<file path="src/rtl/alu_share_arbiter_pkg.sv">
// Shared op-code encodings, FSM state type and the combinational core ALU
// used by the shared-ALU arbiter.
package alu_share_arbiter_pkg;

  localparam logic [3:0] OP_ADD   = 4'h0;
  localparam logic [3:0] OP_SUB   = 4'h1;
  localparam logic [3:0] OP_AND   = 4'h2;
  localparam logic [3:0] OP_OR    = 4'h3;
  localparam logic [3:0] OP_XOR   = 4'h4;
  localparam logic [3:0] OP_SLL   = 4'h5;
  localparam logic [3:0] OP_SRL   = 4'h6;
  localparam logic [3:0] OP_SRA   = 4'h7;
  localparam logic [3:0] OP_SLT   = 4'h8;
  localparam logic [3:0] OP_SLTU  = 4'h9;
  localparam logic [3:0] OP_PASSB = 4'hA;

  typedef enum logic [1:0] {
    ST_IDLE,
    ST_EXEC,
    ST_RESP
  } state_t;

  function automatic logic aluIllegal(input logic [3:0] op);
    return op > OP_PASSB;
  endfunction

  // Codes B..F fall to the default arm and yield zero.
  function automatic logic [31:0] aluCompute(input logic [3:0] op,
                                             input logic [31:0] a,
                                             input logic [31:0] b);
    logic [31:0] res;
    case (op)
      OP_ADD:   res = a + b;
      OP_SUB:   res = a - b;
      OP_AND:   res = a & b;
      OP_OR:    res = a | b;
      OP_XOR:   res = a ^ b;
      OP_SLL:   res = a << b[4:0];
      OP_SRL:   res = a >> b[4:0];
      OP_SRA:   res = $signed(a) >>> b[4:0];
      OP_SLT:   res = {31'b0, $signed(a) < $signed(b)};
      OP_SLTU:  res = {31'b0, a < b};
      OP_PASSB: res = b;
      default:  res = '0;
    endcase
    return res;
  endfunction

endpackage

</file>
<file path="src/rtl/alu_share_arbiter_if.sv">
// Request/response bundle between the requesters (master) and the shared-ALU
// arbiter (slave).
interface alu_share_arbiter_if #(
  parameter int N_REQ = 2,
  parameter int WIDTH = 32,
  parameter int IDW   = 1
);
  logic [N_REQ-1:0]       req_valid;
  logic [N_REQ-1:0]       req_ready;
  logic [4*N_REQ-1:0]     req_op;
  logic [WIDTH*N_REQ-1:0] req_a;
  logic [WIDTH*N_REQ-1:0] req_b;
  logic                   rsp_valid;
  logic                   rsp_ready;
  logic [WIDTH-1:0]       rsp_data;
  logic [IDW-1:0]         rsp_id;
  logic                   rsp_err;

  modport master (
    output req_valid, req_op, req_a, req_b, rsp_ready,
    input  req_ready, rsp_valid, rsp_data, rsp_id, rsp_err
  );

  modport slave (
    input  req_valid, req_op, req_a, req_b, rsp_ready,
    output req_ready, rsp_valid, rsp_data, rsp_id, rsp_err
  );
endinterface

</file>
<file path="src/rtl/alu_share_arbiter_rr_arbiter.sv">
// Round-robin picker: first set request at or above ptr, wrapping around.
// Outputs a one-hot grant and its binary index; all zero when disabled.
module rr_arbiter #(
  parameter int N   = 2,
  parameter int IDW = 1
) (
  input  logic [N-1:0]   i_req,
  input  logic [IDW-1:0] i_ptr,
  input  logic           i_en,
  output logic [N-1:0]   o_gnt,
  output logic [IDW-1:0] o_idx
);

  logic w_found;
  int   w_j;

  always_comb begin
    o_gnt   = '0;
    o_idx   = '0;
    w_found = 1'b0;
    w_j     = 0;
    for (int k = 0; k < N; k++) begin
      w_j = int'(i_ptr) + k;
      if (w_j >= N) w_j = w_j - N;
      if (i_en && !w_found && i_req[w_j]) begin
        o_gnt[w_j] = 1'b1;
        o_idx      = IDW'(w_j);
        w_found    = 1'b1;
      end
    end
  end

endmodule

</file>
<file path="src/rtl/alu_share_arbiter.sv">
// Shares one 32-bit ALU between N_REQ requesters with round-robin grants and a
// single registered, ID-tagged response slot. WIDTH must be 32.
module alu_share_arbiter
  import alu_share_arbiter_pkg::*;
#(
  parameter int N_REQ = 2,
  parameter int WIDTH = 32,
  parameter int IDW   = (N_REQ > 1) ? $clog2(N_REQ) : 1
) (
  input  logic                clk,
  input  logic                rst_n,
  alu_share_arbiter_if.slave  bus
);

  state_t             r_state;
  state_t             w_nextState;
  logic [IDW-1:0]     r_rrPtr;
  logic [IDW-1:0]     r_idQ;
  logic [3:0]         r_opQ;
  logic [WIDTH-1:0]   r_aQ;
  logic [WIDTH-1:0]   r_bQ;
  logic [WIDTH-1:0]   r_rspData;
  logic [IDW-1:0]     r_rspId;
  logic               r_rspErr;

  logic               w_acceptEn;
  logic               w_grant;
  logic [N_REQ-1:0]   w_gnt;
  logic [IDW-1:0]     w_gntIdx;
  logic [IDW-1:0]     w_nextPtr;

  // Gating with rst_n keeps req_ready low while reset is held, even though
  // the state register already reads IDLE.
  assign w_acceptEn = rst_n & ((r_state == ST_IDLE) |
                               ((r_state == ST_RESP) & bus.rsp_ready));
  assign w_grant    = w_acceptEn & (|bus.req_valid);
  assign w_nextPtr  = (int'(w_gntIdx) == N_REQ - 1) ? '0 : w_gntIdx + 1'b1;

  rr_arbiter #(.N(N_REQ), .IDW(IDW)) u_rr (
    .i_req (bus.req_valid),
    .i_ptr (r_rrPtr),
    .i_en  (w_acceptEn),
    .o_gnt (w_gnt),
    .o_idx (w_gntIdx)
  );

  always_ff @(posedge clk or negedge rst_n) begin
    if (!rst_n) r_state <= ST_IDLE;
    else        r_state <= w_nextState;
  end

  always_comb begin
    w_nextState = r_state;
    case (r_state)
      ST_IDLE: if (w_grant) w_nextState = ST_EXEC;
      ST_EXEC: w_nextState = ST_RESP;
      ST_RESP: if (bus.rsp_ready) w_nextState = w_grant ? ST_EXEC : ST_IDLE;
      default: w_nextState = ST_IDLE;
    endcase
  end

  always_comb begin
    bus.req_ready = w_gnt;
    bus.rsp_valid = (r_state == ST_RESP);
    bus.rsp_data  = r_rspData;
    bus.rsp_id    = r_rspId;
    bus.rsp_err   = r_rspErr;
  end

  // The ALU only ever sees the captured operands, never live requester inputs.
  always_ff @(posedge clk or negedge rst_n) begin
    if (!rst_n) begin
      r_rrPtr   <= '0;
      r_idQ     <= '0;
      r_opQ     <= '0;
      r_aQ      <= '0;
      r_bQ      <= '0;
      r_rspData <= '0;
      r_rspId   <= '0;
      r_rspErr  <= 1'b0;
    end else begin
      if (w_grant) begin
        r_opQ   <= bus.req_op[4*w_gntIdx +: 4];
        r_aQ    <= bus.req_a[WIDTH*w_gntIdx +: WIDTH];
        r_bQ    <= bus.req_b[WIDTH*w_gntIdx +: WIDTH];
        r_idQ   <= w_gntIdx;
        r_rrPtr <= w_nextPtr;
      end
      if (r_state == ST_EXEC) begin
        r_rspData <= aluCompute(r_opQ, r_aQ, r_bQ);
        r_rspErr  <= aluIllegal(r_opQ);
        r_rspId   <= r_idQ;
      end
    end
  end

endmodule

</file>
<file path="src/flat_wrapper.sv">
// flat-port wrapper written by rule: the top's interface ports become plain ports
module alu_share_arbiter_flat import alu_share_arbiter_pkg::*;
#(
  parameter int N_REQ = 2,
  parameter int WIDTH = 32,
  parameter int IDW   = (N_REQ > 1) ? $clog2(N_REQ) : 1
)
  (clk, rst_n, bus_req_valid, bus_req_op, bus_req_a, bus_req_b, bus_rsp_ready, bus_req_ready, bus_rsp_valid, bus_rsp_data, bus_rsp_id, bus_rsp_err);
  alu_share_arbiter_if #(.N_REQ(N_REQ), .WIDTH(WIDTH), .IDW(IDW)) bus_i ();
  input  logic clk;
  input  logic rst_n;
  input wire logic [$bits(bus_i.req_valid)-1:0] bus_req_valid;
  input wire logic [$bits(bus_i.req_op)-1:0] bus_req_op;
  input wire logic [$bits(bus_i.req_a)-1:0] bus_req_a;
  input wire logic [$bits(bus_i.req_b)-1:0] bus_req_b;
  input wire logic [$bits(bus_i.rsp_ready)-1:0] bus_rsp_ready;
  output wire logic [$bits(bus_i.req_ready)-1:0] bus_req_ready;
  output wire logic [$bits(bus_i.rsp_valid)-1:0] bus_rsp_valid;
  output wire logic [$bits(bus_i.rsp_data)-1:0] bus_rsp_data;
  output wire logic [$bits(bus_i.rsp_id)-1:0] bus_rsp_id;
  output wire logic [$bits(bus_i.rsp_err)-1:0] bus_rsp_err;
  assign bus_i.req_valid = bus_req_valid;
  assign bus_i.req_op = bus_req_op;
  assign bus_i.req_a = bus_req_a;
  assign bus_i.req_b = bus_req_b;
  assign bus_i.rsp_ready = bus_rsp_ready;
  assign bus_req_ready = bus_i.req_ready;
  assign bus_rsp_valid = bus_i.rsp_valid;
  assign bus_rsp_data = bus_i.rsp_data;
  assign bus_rsp_id = bus_i.rsp_id;
  assign bus_rsp_err = bus_i.rsp_err;
  alu_share_arbiter #(.N_REQ(N_REQ), .WIDTH(WIDTH), .IDW(IDW)) u_core (.clk(clk), .rst_n(rst_n), .bus(bus_i));
endmodule
</file>
<file path="config.mk">
export PLATFORM = sky130hd
export DESIGN_NAME = alu_share_arbiter_flat
export DESIGN_NICKNAME = d
export VERILOG_FILES = /design/src/rtl/alu_share_arbiter_pkg.sv /design/src/rtl/alu_share_arbiter_if.sv /design/src/rtl/alu_share_arbiter_rr_arbiter.sv /design/src/rtl/alu_share_arbiter.sv /design/src/flat_wrapper.sv
export SDC_FILE = /design/constraint.sdc
export NUM_CORES = 1
export LEC_CHECK = 0
export BUFFER_PORTS_ARGS = -buffer_cell sky130_fd_sc_hd__buf_2
export CAP_MARGIN = 10
export CORE_MARGIN = 3
export CORE_UTILIZATION = 40
export DETAILED_ROUTE_END_ITERATION = 8
export HOLD_SLACK_MARGIN = 0.06
export MAX_ROUTING_LAYER = met4
export SLEW_MARGIN = 20
export SYNTH_ARGS = -nofsm -noshare
export SYNTH_HDL_FRONTEND = slang
export SYNTH_SLANG_ARGS = --single-unit
</file>
<file path="constraint.sdc">
create_clock -name clk -period 5.1 [get_ports clk]
set_input_delay 0.765 -clock clk [delete_from_list [all_inputs] [get_ports clk]]
set_output_delay 0.765 -clock clk [all_outputs]
set_load 0.05 [all_outputs]
</file>
==> results.py <==
metrics = {
    "status": {
        "status": "complete, no violations",
    },
    "timing": {
        "fmax_mhz": 236,
        "drv_slew": 0,
        "relSlewSlack_pct": 34.8,
        "final_hold_viol_count": 0,
        "fin_crit_sh_pct": 83.2,
        "fin_worst_skew_ns": 0.0177,
        "worst_pin_slew_ns": 0.968,
        "fin_setup_tns_ns": 0,
        "setup_ws_ns": 0.858,
        "fin_hold_ws_ns": 0.473,
        "setup_violations": 0,
        "fin_crit_ns": 4.24,
        "rsz0062_at_grt": "no",
    },
    "drt": {
        "ant_nets": 0,
        "top_layer": "met4",
        "wl_per_cell_um": 29.5,
        "dr_wl_met3_um": 5570,
        "drc": 0,
        "drt_first_pass_iters": 7,
        "wirelength_um": 63000,
        "drtIter0Drc": 2205,
        "route.vias.total": 14275,
        "vias_per_cell": 6.68,
        "dr_wl_met2_um": 28600,
        "routedLengthMet1_um": 26700,
    },
    "global_route": {
        "grt_pass1_vias": 13435,
        "antenna_found_initial": 1,
        "grt_max_degree": 74,
        "grt_pass1_wl_um": 91300,
        "gr-total-overflow": 0,
        "track_usage_pct": 37.5,
    },
    "clocking": {
        "cts_root_buffer": "clkbuf_16",
        "cts_buffers": 9,
        "cts_resized": 0,
        "htree_levels": 3,
        "cts_sinks": 106,
        "clock_path_buffers": 2,
        "cts_tree": "yes",
        "cts.clk_slew.worst_paths_ns": 0.07,
        "post_cts_buffers": 0,
        "hold_buffers": 0,
        "clk_latency_ns": 0.40,
    },
    "power": {
        "power.share.clock_pct": 8.9,
        "pwr-share-seq_pct": 17.8,
        "switchingPower_w": 0.00527,
        "p_leak_nw": 6.64,
        "switching_share_pct": 58.9,
        "p_comb_share_pct": 73.3,
        "ir_worst_vdd_v": 0.000258,
        "p_int_w": 0.00368,
        "pwr_density_cell_mw_per_mm2": 628,
    },
    "critical_path": {
        "path_class": "reg2reg",
        "crit_fanout": 37,
        "critPathLaunchType": "register",
        "cpPeakStageDelay_ns": 0.55,
        "crit_arrival_ns": 4.51,
        "ff2ff_path_depth": 12,
        "worstPathCellList": "inv_2 > ha_1 > o21bai_1 > o2111ai_1 > a211oi_1 > a211oi_1 > o41ai_2 > a21oi_1 > o21bai_1 > mux2i_1 > a211oi_1 > a21oi_1",
        "worstSetupEndpointType": "register",
        "slowest_stage": "inv_2",
        "crit_required_ns": 5.37,
        "crit_top_cell": "a211oi_1",
    },
    "finish": {
        "final_cell_area_mm2": 0.0142,
        "syn2layout_area_growth_pct": 12.5,
        "layout.nets": 1975,
        "nFillCells": 3176,
        "drive_gt1_share_pct": 18.3,
        "layout.cells.non_filler": 2137,
    },
    "placement": {
        "hpwl_um": 49000,
        "place_congestion": 1.04,
        "place_inst": 2120,
        "portBuffers": 177,
        "pre_cts_slack_ns": 0.993,
        "placed_area_mm2": 0.0139,
    },
    "die": {
        "io_pins": 178,
        "fp-row-count": 64,
        "start_util_pct": 41.0,
        "die_x_um": 184,
        "die_h_um": 184,
        "core_mm2": 0.0309,
        "die_area_mm2": 0.0338,
    },
    "synth": {
        "ys_seq_elements": 106,
        "ys_seq_area_share_pct": 21.0,
        "synth_cells": 1626,
        "syn_area_mm2": 0.0127,
        "ys_types": 77,
        "synth_nets": 1866,
        "ys_async_sr_fraction_pct": 100,
        "synthFlopType": "dfrtp_1",
        "synth_edf_count": 0,
        "synth_warnings": 0,
        "avgSynthCellArea_um2": 7.78,
    },
    "worst_hold_path": {
        "holdPathStages": 2,
        "hold_path_class": "reg2reg",
    },
    "job": {
        "maxCapViolations": 0,
    },
}
-- kinds of logic after synthesis --
| logic type | Yosys count | synth area share (%) |
|---|---|---|
| xor+xnor | 27 | 1.87 |
| flops | 106 | 21.0 |
| buf+inv | 299 | 9.20 |
| compound gates | 591 | 32.7 |
| fa+ha+maj | 99 | 9.90 |
| simple gates | 404 | 13.9 |
| mux | 100 | 11.5 |
-- power by group through the flow --
stage                     Sequential [W]  Clock, W  Combinational [W]
after detailed placement         0.00159         0            0.00633
after global placement           0.00158         0            0.00636
after CTS                        0.00158  0.000810            0.00636
after global routing             0.00163  0.000833            0.00693
final                            0.00159  0.000795            0.00656
after floorplan                  0.00174         0            0.00396
-- layout by cell type (no fill, tap or decap), types with 11 or more instances in the layout --
cell and n:
a211oi_1 22, a21o_1 22, a21oi_1 127, a221oi_1 26
a222oi_1 72, a22oi_1 28, a31oi_1 16, buf_2 176
buf_4 50, dfrtp_1 101, ha_1 97, inv_1 166
mux2_2 15, mux2i_1 50, mux4_2 35, nand2_1 145
nand2b_1 15, nand3_1 27, nor2_1 141, nor3_1 22
o211ai_1 30, o21ai_0 122, o221ai_1 11, xnor2_1 22
-- worst paths after layout --
path                                                     from                                   to  slack [ns]
min in group asynchronous                               rst_n          u_core.r_bQ[29]$_DFFE_PN0P_        0.56
min                        u_core.bus.rsp_data[2]$_DFFE_PN0N_   u_core.bus.rsp_data[2]$_DFFE_PN0N_        0.47
max                                u_core.r_bQ[1]$_DFFE_PN0P_  u_core.bus.rsp_data[29]$_DFFE_PN0N_        0.86
max reg2reg                        u_core.r_bQ[1]$_DFFE_PN0P_  u_core.bus.rsp_data[29]$_DFFE_PN0N_        0.86
max in group asynchronous                               rst_n          u_core.r_aQ[29]$_DFFE_PN0P_        3.93
min reg2reg                u_core.bus.rsp_data[2]$_DFFE_PN0N_   u_core.bus.rsp_data[2]$_DFFE_PN0N_        0.47
-- through the flow --
| step | total power (W) | util (%) |
|---|---|---|
| after floorplan | 0.00570 | - |
| after global routing | 0.00939 | 46.1 |
| after detailed placement | 0.00792 | 45.1 |
| after global placement | 0.00795 | 45.1 |
| final | 0.00895 | 46.1 |
| after CTS | 0.00874 | 46.1 |
-- cells in the mapped netlist (20+ instances only) --
library cell | instances | area, um^2
a211oi_1 | 22 | 165
a21o_1 | 22 | 165
a21oi_1 | 128 | 641
a221oi_1 | 26 | 228
a222oi_1 | 72 | 721
a22oi_1 | 28 | 210
buf_1 | 20 | 75.1
clkbuf_1 | 90 | 338
dfrtp_1 | 106 | 2650
ha_1 | 97 | 1210
inv_1 | 167 | 627
mux2i_1 | 50 | 500
mux4_2 | 35 | 788
nand2_1 | 145 | 544
nand3_1 | 27 | 135
nor2_1 | 142 | 533
nor3_1 | 24 | 120
o211ai_1 | 30 | 225
o21ai_0 | 122 | 611
xnor2_1 | 22 | 193
-- critical path: cells and delay by family (launching register included) --
kind | cells | cell delay (ns)
AOI/OAI and AO/OA | 9 | 2.65
buffers and inverters | 1 | 0.55
muxes | 1 | 0.10
DFF | 1 | 0.42
adders and majority gates | 1 | 0.39
-- metal layers --
metal  vias to the layer above  GRT usage (%)
li1                       6283              -
met4                         0           11.5
met2                       802           58.3
met3                       115           5.90
met1                      7075           50.4
met5                         -              -
-- registers in the layout (all words and copies together) (netlist names) --
| register | flops |
|---|---|
| u_core.r_idQ | 1 |
| u_core.bus.rsp_data | 32 |
| u_core.bus.rsp_err | 1 |
| u_core.bus.rsp_id | 1 |
| u_core.r_opQ | 4 |
| u_core.r_state | 2 |
| u_core.r_rrPtr | 1 |
| u_core.r_bQ | 32 |
| u_core.r_aQ | 32 |
-- cell type report --
| cell class | instances | area, um^2 | area share (%) |
|---|---|---|---|
| clock inverter | 4 | 48.8 | 0.343 |
| inverter | 171 | 642 | 4.51 |
| tap | 396 | 495 | 3.48 |
| multi-input combinational | 1221 | 8880 | 62.3 |
| antenna | 1 | 2.50 | 0.0176 |
| timing repair buffer | 226 | 1260 | 8.82 |
| clock buffer | 12 | 256 | 1.80 |
| sequential | 106 | 2660 | 18.7 |
Power figures use the tool's default switching activity.
